<file path="src/rtl/mc_ctrl_pkg.sv">
// Shared encodings for the multicycle MIPS control unit: FSM states, opcode/funct
// constants and the datapath select codes driven by the sequencer.
package mc_ctrl_pkg;

    typedef enum logic [2:0] {
        ST_IF   = 3'd0,
        ST_ID   = 3'd1,
        ST_EXE  = 3'd2,
        ST_MEM  = 3'd3,
        ST_WB   = 3'd4,
        ST_HALT = 3'd5
    } state_t;

    typedef enum logic [2:0] {
        ALU_ADD = 3'd0,
        ALU_SUB = 3'd1,
        ALU_AND = 3'd2,
        ALU_OR  = 3'd3,
        ALU_SLT = 3'd4,
        ALU_SLL = 3'd5
    } alu_op_t;

    typedef enum logic [1:0] {
        PC_PLUS4  = 2'd0,
        PC_BRANCH = 2'd1,
        PC_JUMP   = 2'd2,
        PC_RS     = 2'd3
    } pc_src_t;

    typedef enum logic [1:0] {
        DST_RT = 2'd0,
        DST_RD = 2'd1,
        DST_RA = 2'd2
    } reg_dst_t;

    typedef enum logic [1:0] {
        WB_ALU = 2'd0,
        WB_MEM = 2'd1,
        WB_PC4 = 2'd2
    } wb_src_t;

    localparam logic [5:0] OP_RTYPE = 6'b000000;
    localparam logic [5:0] OP_J     = 6'b000010;
    localparam logic [5:0] OP_JAL   = 6'b000011;
    localparam logic [5:0] OP_BEQ   = 6'b000100;
    localparam logic [5:0] OP_BNE   = 6'b000101;
    localparam logic [5:0] OP_ADDI  = 6'b001000;
    localparam logic [5:0] OP_SLTI  = 6'b001010;
    localparam logic [5:0] OP_ORI   = 6'b001101;
    localparam logic [5:0] OP_LW    = 6'b100011;
    localparam logic [5:0] OP_SW    = 6'b101011;

    localparam logic [5:0] FN_SLL = 6'b000000;
    localparam logic [5:0] FN_JR  = 6'b001000;
    localparam logic [5:0] FN_ADD = 6'b100000;
    localparam logic [5:0] FN_SUB = 6'b100010;
    localparam logic [5:0] FN_AND = 6'b100100;
    localparam logic [5:0] FN_OR  = 6'b100101;
    localparam logic [5:0] FN_SLT = 6'b101010;

    // R-type functs that go through EXE/WB (jr is handled in ID).
    function automatic logic is_rtype_alu(input logic [5:0] funct);
        return (funct == FN_ADD) || (funct == FN_SUB) || (funct == FN_AND) ||
               (funct == FN_OR)  || (funct == FN_SLT) || (funct == FN_SLL);
    endfunction

endpackage

</file>
<file path="src/rtl/mc_alu_dec.sv">
// ALU control decode: drives alu_op, operand-B select and extension mode while the
// datapath is computing (EXE through WB); idle states get ADD on rt with zero extend.
module mc_alu_dec
    import mc_ctrl_pkg::*;
(
    input  logic [5:0] opcode,
    input  logic [5:0] funct,
    input  logic [2:0] state,
    output logic [2:0] alu_op,
    output logic       alu_src_b,
    output logic       ext_sel
);

    always_comb begin
        // NOTE: every output gets a default before any branch so no path can infer a latch.
        alu_op    = ALU_ADD;
        alu_src_b = 1'b0;
        ext_sel   = 1'b0;
        if (state == ST_EXE || state == ST_MEM || state == ST_WB) begin
            case (opcode)
                OP_RTYPE: begin
                    case (funct)
                        FN_SUB:  alu_op = ALU_SUB;
                        FN_AND:  alu_op = ALU_AND;
                        FN_OR:   alu_op = ALU_OR;
                        FN_SLT:  alu_op = ALU_SLT;
                        FN_SLL:  alu_op = ALU_SLL;
                        default: alu_op = ALU_ADD;
                    endcase
                end
                OP_BEQ, OP_BNE: begin
                    alu_op  = ALU_SUB;
                    ext_sel = 1'b1;
                end
                OP_ADDI, OP_LW, OP_SW: begin
                    alu_op    = ALU_ADD;
                    alu_src_b = 1'b1;
                    ext_sel   = 1'b1;
                end
                OP_SLTI: begin
                    alu_op    = ALU_SLT;
                    alu_src_b = 1'b1;
                    ext_sel   = 1'b1;
                end
                OP_ORI: begin
                    alu_op    = ALU_OR;
                    alu_src_b = 1'b1;
                end
                default: ;
            endcase
        end
    end

endmodule

</file>
<file path="src/rtl/mc_control_unit.sv">
// Multicycle MIPS sequencer: IF/ID/EXE/MEM/WB/HALT FSM with combinational strobes.
// Define MC_PERF_CNT_EN to add the cycle_cnt / instr_cnt performance counters.
module mc_control_unit
    import mc_ctrl_pkg::*;
#(
    parameter logic [5:0] HALT_OP = 6'b111111
) (
    input  logic        CLK,
    input  logic        RST,
    input  logic [5:0]  opcode,
    input  logic [5:0]  funct,
    input  logic        zero,
    input  logic        mem_ready,
    output logic [2:0]  state,
    output logic        pc_wr,
    output logic [1:0]  pc_src,
    output logic        ir_wr,
    output logic        mem_rd,
    output logic        mem_wr,
    output logic        iord,
    output logic        reg_wr,
    output logic [1:0]  reg_dst,
    output logic [1:0]  wb_src,
    output logic        alu_src_b,
    output logic [2:0]  alu_op,
    output logic        ext_sel,
    output logic        illegal,
    output logic        halted
`ifdef MC_PERF_CNT_EN
    ,
    output logic [31:0] cycle_cnt,
    output logic [31:0] instr_cnt
`endif
);

    state_t state_r;
    state_t state_nxt;

    assign state = state_r;

    always_ff @(posedge CLK or posedge RST) begin
        // NOTE: sequential state uses non-blocking assignments so all flops update together.
        if (RST) state_r <= ST_IF;
        else     state_r <= state_nxt;
    end

    mc_alu_dec u_alu_dec (
        .opcode    (opcode),
        .funct     (funct),
        .state     (state_r),
        .alu_op    (alu_op),
        .alu_src_b (alu_src_b),
        .ext_sel   (ext_sel)
    );

    always_comb begin
        state_nxt = state_r;
        pc_wr     = 1'b0;
        pc_src    = PC_PLUS4;
        ir_wr     = 1'b0;
        mem_rd    = 1'b0;
        mem_wr    = 1'b0;
        iord      = 1'b0;
        reg_wr    = 1'b0;
        reg_dst   = DST_RT;
        wb_src    = WB_ALU;
        illegal   = 1'b0;
        halted    = 1'b0;
        // Gating on RST keeps strobes quiet even when opcode/funct are undriven in reset.
        if (!RST) begin
            case (state_r)
                ST_IF: begin
                    mem_rd = 1'b1;
                    if (mem_ready) begin
                        ir_wr     = 1'b1;
                        pc_wr     = 1'b1;
                        state_nxt = ST_ID;
                    end
                end
                ST_ID: begin
                    state_nxt = ST_IF;
                    if (opcode == HALT_OP) begin
                        state_nxt = ST_HALT;
                    end else begin
                        case (opcode)
                            OP_J: begin
                                pc_wr  = 1'b1;
                                pc_src = PC_JUMP;
                            end
                            OP_JAL: begin
                                pc_wr   = 1'b1;
                                pc_src  = PC_JUMP;
                                reg_wr  = 1'b1;
                                reg_dst = DST_RA;
                                wb_src  = WB_PC4;
                            end
                            OP_RTYPE: begin
                                if (funct == FN_JR) begin
                                    pc_wr  = 1'b1;
                                    pc_src = PC_RS;
                                end else if (is_rtype_alu(funct)) begin
                                    state_nxt = ST_EXE;
                                end else begin
                                    illegal = 1'b1;
                                end
                            end
                            OP_BEQ, OP_BNE, OP_ADDI, OP_SLTI, OP_ORI, OP_LW, OP_SW:
                                state_nxt = ST_EXE;
                            default: illegal = 1'b1;
                        endcase
                    end
                end
                ST_EXE: begin
                    case (opcode)
                        OP_BEQ: begin
                            pc_wr     = zero;
                            pc_src    = PC_BRANCH;
                            state_nxt = ST_IF;
                        end
                        OP_BNE: begin
                            pc_wr     = !zero;
                            pc_src    = PC_BRANCH;
                            state_nxt = ST_IF;
                        end
                        OP_LW, OP_SW: state_nxt = ST_MEM;
                        default:      state_nxt = ST_WB;
                    endcase
                end
                ST_MEM: begin
                    iord = 1'b1;
                    if (opcode == OP_LW) mem_rd = 1'b1;
                    else                 mem_wr = 1'b1;
                    if (mem_ready) state_nxt = (opcode == OP_LW) ? ST_WB : ST_IF;
                end
                ST_WB: begin
                    reg_wr    = 1'b1;
                    state_nxt = ST_IF;
                    if (opcode == OP_RTYPE)  reg_dst = DST_RD;
                    else if (opcode == OP_LW) wb_src = WB_MEM;
                end
                ST_HALT: halted = 1'b1;
                default: state_nxt = ST_IF;
            endcase
        end
    end

`ifdef MC_PERF_CNT_EN
    always_ff @(posedge CLK or posedge RST) begin
        if (RST) begin
            cycle_cnt <= 32'd0;
            instr_cnt <= 32'd0;
        end else if (state_r != ST_HALT) begin
            cycle_cnt <= cycle_cnt + 32'd1;
            if (state_r != ST_IF && state_nxt == ST_IF) instr_cnt <= instr_cnt + 32'd1;
        end
    end
`endif

endmodule

</file>
<file path="config.mk">
export PLATFORM = sky130hd
export DESIGN_NAME = mc_control_unit
export DESIGN_NICKNAME = d
export VERILOG_FILES = /design/src/rtl/mc_ctrl_pkg.sv /design/src/rtl/mc_alu_dec.sv /design/src/rtl/mc_control_unit.sv
export SDC_FILE = /design/constraint.sdc
export NUM_CORES = 1
export LEC_CHECK = 0
export BUFFER_PORTS_ARGS = -buffer_cell sky130_fd_sc_hd__buf_2
export CAP_MARGIN = 20
export CORE_UTILIZATION = 49
export DETAILED_ROUTE_END_ITERATION = 7
export GPL_ROUTABILITY_DRIVEN = 0
export GPL_TIMING_DRIVEN = 0
export HOLD_SLACK_MARGIN = 0.15
export PLACE_DENSITY = 0.85
export SLEW_MARGIN = 20
export SYNTH_ARGS = -nofsm -noshare
export SYNTH_HDL_FRONTEND = slang
export SYNTH_SLANG_ARGS = --single-unit
</file>
<file path="constraint.sdc">
create_clock -name CLK -period 2.85 [get_ports CLK]
set_input_delay 0.57 -clock CLK [delete_from_list [all_inputs] [get_ports CLK]]
set_output_delay 0.57 -clock CLK [all_outputs]
set_load 0.02 [all_outputs]
</file>
==> results.cfg, run 1 <==
[layout]
final_nets = 177
num_antenna_cells = 0
syn_to_final_growth_pct = 28.3
fin_area_um2 = 987
drive_gt1_share_pct = 32.5
largest_reg_flops = 3
instances_no_fill = 175
num-fill-cells = 123

[detailed_routing]
vias_per_cell = 6.15
post-route-drc-count = 0
met1Wirelength_um = 959
vias = 1077
wl_per_cell_um = 13.0
wirelength_mm = 2.27
drtIter0Drc = 49
wl_met2_mm = 1.11
highest_layer = met4
ant_nets = 0
wl_met3_um = 177
drt_pre_antenna_iters = 4

[synthesis]
synthAdderAreaFrac_pct = 0
synth_compound_area_share_pct = 25.0
synth_area_leaders = dfrtp_1 (9.8%), nor3_1 (7.8%), nor2_1 (6.8%), nand2_1 (5.4%), a21oi_1 (5.2%)
synth_area_um2 = 769
synth_edf_count = 0
synthFlopType = dfrtp_1
synth_warnings = 0
synth-xor-area-share_pct = 1.14
syn_inst = 122
synth_mux_area_share_pct = 1.30
synth_cell_types = 40
synth.most_common_cell = nor2_1
synth-simple-area-share_pct = 52.4
synth_top_family_by_area = simple AND/OR/NAND/NOR gates
synthTopCellsByCount = nor2_1 (14), nor3_1 (12), nand2_1 (11)
ys_async_sr_fraction_pct = 100
ys_ff_latch = 3
synth_nets = 138
ys_seq_area_share_pct = 9.76
synth_top_area_cell = dfrtp_1
syn_area_per_cell_um2 = 6.31
netlist.area_leader.share_pct = 9.76

[critical_path]
worst_setup_path_end_kind = output pin
path_class = input port to output pin
r2r_setup_slack_ps = 1320
required_ps = 2280
crit_path_start_kind = input port
worstPathMaxFanout = 8
cp_data_arrival_time_ps = 1980

[run_status]
status = finished, final reports clean

[die]
pin_count = 38
die_h_um = 41.6
start_util_pct = 55.7
die_w_um = 41.6
die_area_um2 = 1730
core_area_um2 = 1380
rows = 13

[timing]
period_share_pct = 89.5
setup_ws_ps = 301
final_hold_viol_count = 0
slew_headroom_pct = 71.5
tightest_slew_ps = 423
setup_tns_ps = 0
period_needed_ps = 2550
fin_skew_ps = 3.11
rsz0062_at_grt = no
drv_slew = 0
timing.fmax_mhz = 392
setup_viol = 0

[cts]
tritoncts = done
cts_setup_buffers = 0
clockBufferDepth = 2
clk_pin_slew_ps = 40
htree_levels = 1
cts_buffers = 3
cts_root_buf = clkbuf_4
cts_hold_buf = 0
clock-sinks = 3
clk_latency_ps = 240

[pwr]
power.total_mw = 0.438
powerDensity_nw_per_um2 = 444
ir_drop_uv = 206
power_leakage_nw = 0.471

[place]
placed_area_um2 = 958
dp_slack_ps = 342
dp_cells = 171
numPortBuffers = 34
post-dp-hpwl_mm = 1.79

[global_route]
grt-ovfl-total = 0
antenna_found_initial = 0
grt_util_all_layers_pct = 28.8
grt_pass1_wl_mm = 4.04
grt_max_degree = 11
grt_pass1_vias = 944

[job]
max_cap_violations = 0

[worst_hold_path]
hold_path.class = input port to asynchronous set/reset pin
==> cell families (layout without fill, tap and decap cells) <==
logic type / Yosys count / in the layout
xor+xnor: 1 / 1
mux: 1 / 1
compound gates: 29 / 29
simple gates: 72 / 72
buf+inv: 16 / 54
flops: 3 / 3
==> path summary, 6_finish.rpt <==
path / start / endpoint / cells past startpoint
max reg2reg: state[1] / state[1] / 4
min: RST / state[2] / 2
min reg2reg: state[0] / state[0] / 1
min in group CLK: state[0] / state[0] / 1
max in group asynchronous: RST / state[0] / 2
max: opcode[5] / illegal / 7
==> through the flow <==
stage                     util [%]  hold WS [ps]
after floorplan                  -           549
after global placement        69.3           584
after detailed placement      69.3           602
after CTS                     71.2           360
after global routing          71.4           398
final                         71.4           362
==> timing repair <==
action                                 in CTS  in global routing
endpoints found under the hold margin       0                  0
gates resized for setup                     0                  1
setup endpoints to repair                   0                  1
==> power breakdown <==
group,leakage [nW],total [mW],switching (mW),internal [mW]
logic,0.417,0.278,0.180,0.0980
clock network,0.0150,0.0798,0.0271,0.0528
registers,0.0388,0.0799,0.0244,0.0555
==> cells in the final DEF, fill, tap and decap left out, types with 2 or more instances in the layout <==
master    count
a21oi_1       8
a31oi_1       4
and2_1        2
and3_1        3
and4_1        2
buf_2        38
buf_4         2
clkbuf_1      3
clkbuf_4      3
dfrtp_1       3
inv_1         6
nand2_1      11
nand2b_1      5
nand3_1       8
nor2_1       13
nor3_1       12
nor4_1        4
nor4b_1       2
o21ai_0       5
or3_1         4
==> per-layer routing <==
metal | track usage (%) | vias up
met1 | 37.7 | 481
met5 | 0 | -
met2 | 46.9 | 63
met4 | 12.3 | 0
met3 | 3.91 | 5
li1 | - | 528
==> cell type report <==
| class | instances | area [um^2] | share of cell area [%] |
|---|---|---|---|
| multi-input combinational | 103 | 617 | 62.5 |
| buffer | 9 | 53.8 | 5.45 |
| sequential | 3 | 75.1 | 7.60 |
| timing repair buffer | 34 | 170 | 17.2 |
| inverter | 7 | 26.3 | 2.66 |
| clock buffer | 4 | 26.3 | 2.66 |
| tap | 15 | 18.8 | 1.90 |
==> worst max-delay path: stages <==
cell and delay [ps]:
buf_4 150, nor2_1 240, nand2_1 150, nor4_2 330, a2bb2oi_1 160, and4_1 230
buf_2 160
Note: power is estimated with default switching activity, not from simulation.
==> inputs of run 2 (changes only) <==
--- a/config.mk
+++ b/config.mk
@@ -10,7 +10,6 @@
 export CORE_UTILIZATION = 49
 export DETAILED_ROUTE_END_ITERATION = 7
 export GPL_ROUTABILITY_DRIVEN = 0
-export GPL_TIMING_DRIVEN = 0
 export HOLD_SLACK_MARGIN = 0.15
 export PLACE_DENSITY = 0.85
 export SLEW_MARGIN = 20
==> run 2 against run 1 <==
  * Sequential power up 13%
  * Fmax down 3.4%
  * Hold slack worse by 47 ps
  * Core utilization down 2.4 points
  * Clock power down 4.5%
  * Setup slack worse by 90 ps
  * Cell count down 2.9%
  * Wire length down 1.6%
  * Sequential share of layout area up 0.27 points
==> results.cfg, run 2 (same netlist as run 1, synthesis figures left out) <==
[run_status]
status = finished, final reports clean

[global_route]
grt_util_all_layers_pct = 26.5
antenna_found_initial = 0
grt-ovfl-total = 0
grt_pass1_vias = 925
grt_max_degree = 17
grt_pass1_wl_mm = 3.71

[timing]
setup_viol = 0
period_needed_ps = 2640
tightest_slew_ps = 504
setup_ws_ps = 210
timing.fmax_mhz = 379
slew_headroom_pct = 66.4
final_hold_viol_count = 0
setup_tns_ps = 0
fin_skew_ps = 1.40
rsz0062_at_grt = no
period_share_pct = 92.6
drv_slew = 0

[critical_path]
worst_setup_path_end_kind = output pin
path_class = flip-flop to output pin
crit_chain = nor2_1 -> mux2i_1 -> nor3_1 -> nand2_1 -> nor4b_1 -> buf_2
crit_slowest_cell = dfrtp_1
required_ps = 2280
crit_family = simple AND/OR/NAND/NOR gates
max_stage_delay_ps = 460
worstPathMaxFanout = 11
r2r_setup_slack_ps = 1320
cp_data_arrival_time_ps = 2070
cp_num_buf_inv = 1
crit_path_start_kind = flip-flop

[cts]
clock-sinks = 3
cts_buffers = 3
tritoncts = done
htree_levels = 1
post_cts_resize_count = 0
cts_hold_buf = 0
cts_root_buf = clkbuf_4
clockBufferDepth = 2
cts_setup_buffers = 0
clk_latency_ps = 240
clk_pin_slew_ps = 40

[detailed_routing]
wl_met3_um = 258
wl_per_cell_um = 13.2
post-route-drc-count = 0
ant_nets = 0
wl_met2_mm = 1.06
met1Wirelength_um = 906
vias_per_cell = 6.19
drtIter0Drc = 38
highest_layer = met4
vias = 1052
drt_pre_antenna_iters = 5
wirelength_mm = 2.24

[worst_hold_path]
hold_path.class = input port to asynchronous set/reset pin

[layout]
fin_util_pct = 69.0
num-fill-cells = 132
syn_to_final_growth_pct = 23.9
layout_commonest_cell = buf_2
num_antenna_cells = 0
layout_common_cells = buf_2 (37), nor2_1 (14), nor3_1 (12)
final_nets = 172
largest_reg_flops = 3
drive_gt1_share_pct = 31.0
instances_no_fill = 170

[pwr]
ir_drop_uv = 211
powerDensity_nw_per_um2 = 440
power_leakage_nw = 0.452

[die]
rows = 13
core_area_um2 = 1380
die_area_um2 = 1730
pin_count = 38
die_w_um = 41.6
die_h_um = 41.6
start_util_pct = 55.7

[place]
post-dp-hpwl_mm = 1.75
dp_slack_ps = 336
dp_cells = 166
numPortBuffers = 37

[job]
max_cap_violations = 0
run 2: cell count changes in the layout (fill, tap and decap cells not counted), sizes merged:
cell	change
buf	-3
clkbuf	-2
run 2: cell type report:
cell class              instances  area, um^2  area share [%]
clock buffers                   4        26.3            2.76
inverters                       7        26.3            2.76
multi-input cells             103         614            64.4
flip-flops and latches          3        75.1            7.87
well taps                      15        18.8            1.97
repair buffers                 38         193            20.2
run 2: final timing paths:
kind	to	cells after the start	start
setup / recovery	alu_op[0]	6	state[1]
hold / removal	state[2]	2	RST
setup reg to reg	state[1]	3	state[1]
hold reg to reg	state[0]	1	state[0]
max in group asynchronous	state[0]	2	RST
min in group CLK	state[0]	1	state[0]
run 2: metrics by stage:
stage / hold WS [ps] / area (um^2) / total power [mW]
after global routing: 321 / 953 / 0.459
final: 315 / 953 / 0.420
after global placement: 555 / 927 / 0.334
after detailed placement: 561 / 927 / 0.341
after CTS: 306 / 953 / 0.420
after floorplan: 549 / 769 / 0.268
run 2: report_power, final:
| part | internal (mW) | leakage [nW] | total, mW | switching [mW] |
|---|---|---|---|---|
| Clock | 0.0526 | 0.0150 | 0.0762 | 0.0236 |
| Sequential | 0.0554 | 0.0388 | 0.0900 | 0.0346 |
| Combinational | 0.0916 | 0.398 | 0.253 | 0.162 |
| Total | 0.200 | 0.452 | 0.420 | 0.220 |
run 2: per-layer routing:
| layer | track usage, % | vias to the layer above |
|---|---|---|
| li1 | - | 517 |
| met1 | 31.2 | 457 |
| met2 | 47.8 | 73 |
| met3 | 6.96 | 5 |
| met4 | 5.16 | 0 |
| met5 | 0 | - |
==> inputs of run 3 (changes only) <==
--- a/config.mk
+++ b/config.mk
@@ -5,6 +5,7 @@
 export SDC_FILE = /design/constraint.sdc
 export NUM_CORES = 1
 export LEC_CHECK = 0
+export ABC_AREA = 1
 export BUFFER_PORTS_ARGS = -buffer_cell sky130_fd_sc_hd__buf_2
 export CAP_MARGIN = 20
 export CORE_UTILIZATION = 49
==> constraint.sdc (replaced) <==
create_clock -name CLK -period 2.85 [get_ports CLK]
set_input_delay 0.4275 -clock CLK [delete_from_list [all_inputs] [get_ports CLK]]
set_output_delay 0.4275 -clock CLK [all_outputs]
set_load 0.02 [all_outputs]
==> run 3 against run 2 <==
  * Die area unchanged
  * Design area increased by 3.5%
  * Critical path type unchanged
  * Critical endpoint is now illegal
  * Clock skew increased by 2.4 ps
  * Register-to-register slack improved by 180 ps
  * Sequential share of layout area decreased by 0.27 points
  * Critical path depth unchanged
  * Fmax increased by 26%
  * Sequential cell count unchanged
  * Combinational power decreased by 79%
  * Total power decreased by 59%
  * Core utilization increased by 2.4 points
  * Global-route usage decreased by 0.16 points
==> results.cfg, run 3 <==
[critical_path]
crit_top_cell = nor3_2
cp_data_arrival_time_ps = 1670
crit_chain = nor3_2 -> inv_1 -> nor2_1 -> nand3_1 -> nor3_2 -> buf_2
worst_setup_path_end_kind = output pin
max_stage_delay_ps = 460
r2r_start = state[2]
crit_path_start_kind = flip-flop
required_ps = 2420
cp-startpoint = state[1]
path_class = flip-flop to output pin
crit_slowest_cell = dfrtp_1
worstPathMaxFanout = 8

[die]
pin_count = 38
die_w_um = 41.6
die_area_um2 = 1730
start_util_pct = 55.7
core_area_um2 = 1380
rows = 13
die_h_um = 41.6

[cts]
post_cts_resize_count = 0
clock-sinks = 3
clockBufferDepth = 2
cts_root_buf = clkbuf_4
clk_pin_slew_ps = 40
cts_hold_buf = 0
clk_latency_ps = 230
htree_levels = 1
cts_buffers = 3
tritoncts = done
cts_setup_buffers = 0

[pwr]
powerDensity_nw_per_um2 = 175
power_leakage_nw = 0.574
ir_drop_uv = 109

[layout]
seqCellArea_um2 = 75.1
final_nets = 198
drive_gt1_share_pct = 37.0
syn_to_final_growth_pct = 28.3
largest_reg_flops = 3
layout_common_cells = buf_2 (37), nand2_1 (23), nor2_1 (23)
layout_commonest_cell = buf_2
num-fill-cells = 143
multiInputGateArea_um2 = 582
num_antenna_cells = 0

[synthesis]
synth_mux_area_share_pct = 1.30
synth_cell_types = 25
synthTopCellsByCount = nand2_1 (23), nor2_1 (23), inv_1 (19)
synth_area_leaders = nand3_1 (12%), nand2_1 (11%), nor2_1 (11%), dfrtp_1 (9.8%), inv_1 (9.3%)
synth-simple-area-share_pct = 60.3
netlist.area_leader.share_pct = 11.7
synth_compound_area_share_pct = 14.0
synthFlopType = dfrtp_1
synth_nets = 158
syn_inst = 142
synth_top_area_cell = nand3_1
ys_ff_latch = 3
synth_top_family_by_area = simple AND/OR/NAND/NOR gates
ys_async_sr_fraction_pct = 100
syn_area_per_cell_um2 = 5.42
ys_seq_area_share_pct = 9.76
synth_warnings = 0
synth-xor-area-share_pct = 0
synthAdderAreaFrac_pct = 0
synth_edf_count = 0
synth_area_um2 = 769

[global_route]
grt_use_met3_pct = 2.61
grt_max_degree = 11
grt_util_all_layers_pct = 26.3
grt_pass1_vias = 922
grt-busiest-layer = met2
met2_usage_pct = 43.8
grt_pass1_wl_mm = 3.68
antenna_found_initial = 0
grt-ovfl-total = 0
grtUsageMet1_pct = 34.2

[timing]
fin_skew_ps = 3.78
setup_tns_ps = 0
rsz0062_at_grt = no
tightest_slew_ps = 336
setup_viol = 0
period_share_pct = 73.6
timing.fmax_mhz = 477
slew_headroom_pct = 77.4
drv_slew = 0
final_hold_viol_count = 0
setup_ws_ps = 752
period_needed_ps = 2100

[detailed_routing]
vias_per_cell = 5.41
drt_pre_antenna_iters = 4
ant_nets = 0
drtIter0Drc = 32
vias = 1061
post-route-drc-count = 0
wirelength_mm = 2.08
wl_per_cell_um = 10.6

[worst_hold_path]
hold_path.class = input port to asynchronous set/reset pin

[place]
post-dp-hpwl_mm = 1.69
dp_slack_ps = 842
numPortBuffers = 37

[job]
max_cap_violations = 0

[run_status]
status = finished, final reports clean
==> run 3: area by class of cell <==
| class | instances | area share [%] |
|---|---|---|
| Inverter | 26 | 10.1 |
| Timing Repair Buffer | 37 | 18.8 |
| Sequential cell | 3 | 7.60 |
| Clock buffer | 4 | 2.66 |
| Multi-Input combinational cell | 111 | 58.9 |
| Tap cell | 15 | 1.90 |
==> run 3: power by group <==
| part | total, mW | switching, mW | internal (mW) |
|---|---|---|---|
| Combinational | 0.0537 | 0.0358 | 0.0179 |
| Sequential | 0.0428 | 0 | 0.0428 |
| Clock | 0.0758 | 0.0232 | 0.0526 |
==> run 3: worst paths after layout <==
kind | end | slack, ps | cells after the start
hold reg to reg | state[1] | 660 | 2
setup reg to reg | state[2] | 1500 | 8
min in group CLK | state[1] | 650 | 6
hold / removal | state[0] | 190 | 2
setup / recovery | illegal | 750 | 6
max in group asynchronous | state[1] | 2480 | 2
==> run 3: per-stage QoR <==
stage	cells	hold slack [ps]	cell area (um^2)	total power [mW]	util [%]
finish	196	189	987	0.172	71.4
global route	196	203	987	0.188	71.4
CTS	196	185	987	0.172	71.4
detailed placement	192	433	961	0.0969	69.5
global placement	192	426	961	0.0956	69.5
floorplan	142	373	769	0.0751	-
==> run 3: routing by layer <==
metal  vias up  wire, um
met4         0        29
met3         5        94
li1        541         -
met1       472       932
met2        43      1020
met5         -         0
==> run 3: logic make-up (layout without fill, tap and decap cells) <==
kind of cell           count (synthesis)  in the layout
multiplexers                           1              1
AO/OA/AOI/OAI                         18             18
flip-flops                             3              3
AND/OR/NAND/NOR                       92             92
buffers and inverters                 28             67
==> run 3: worst max-delay path, delay by kind of cell (launching register included) <==
| kind | cells | cell delay (ps) |
|---|---|---|
| DFF | 1 | 460 |
| and+or+nand+nor | 4 | 660 |
| buffers and inverters | 2 | 310 |
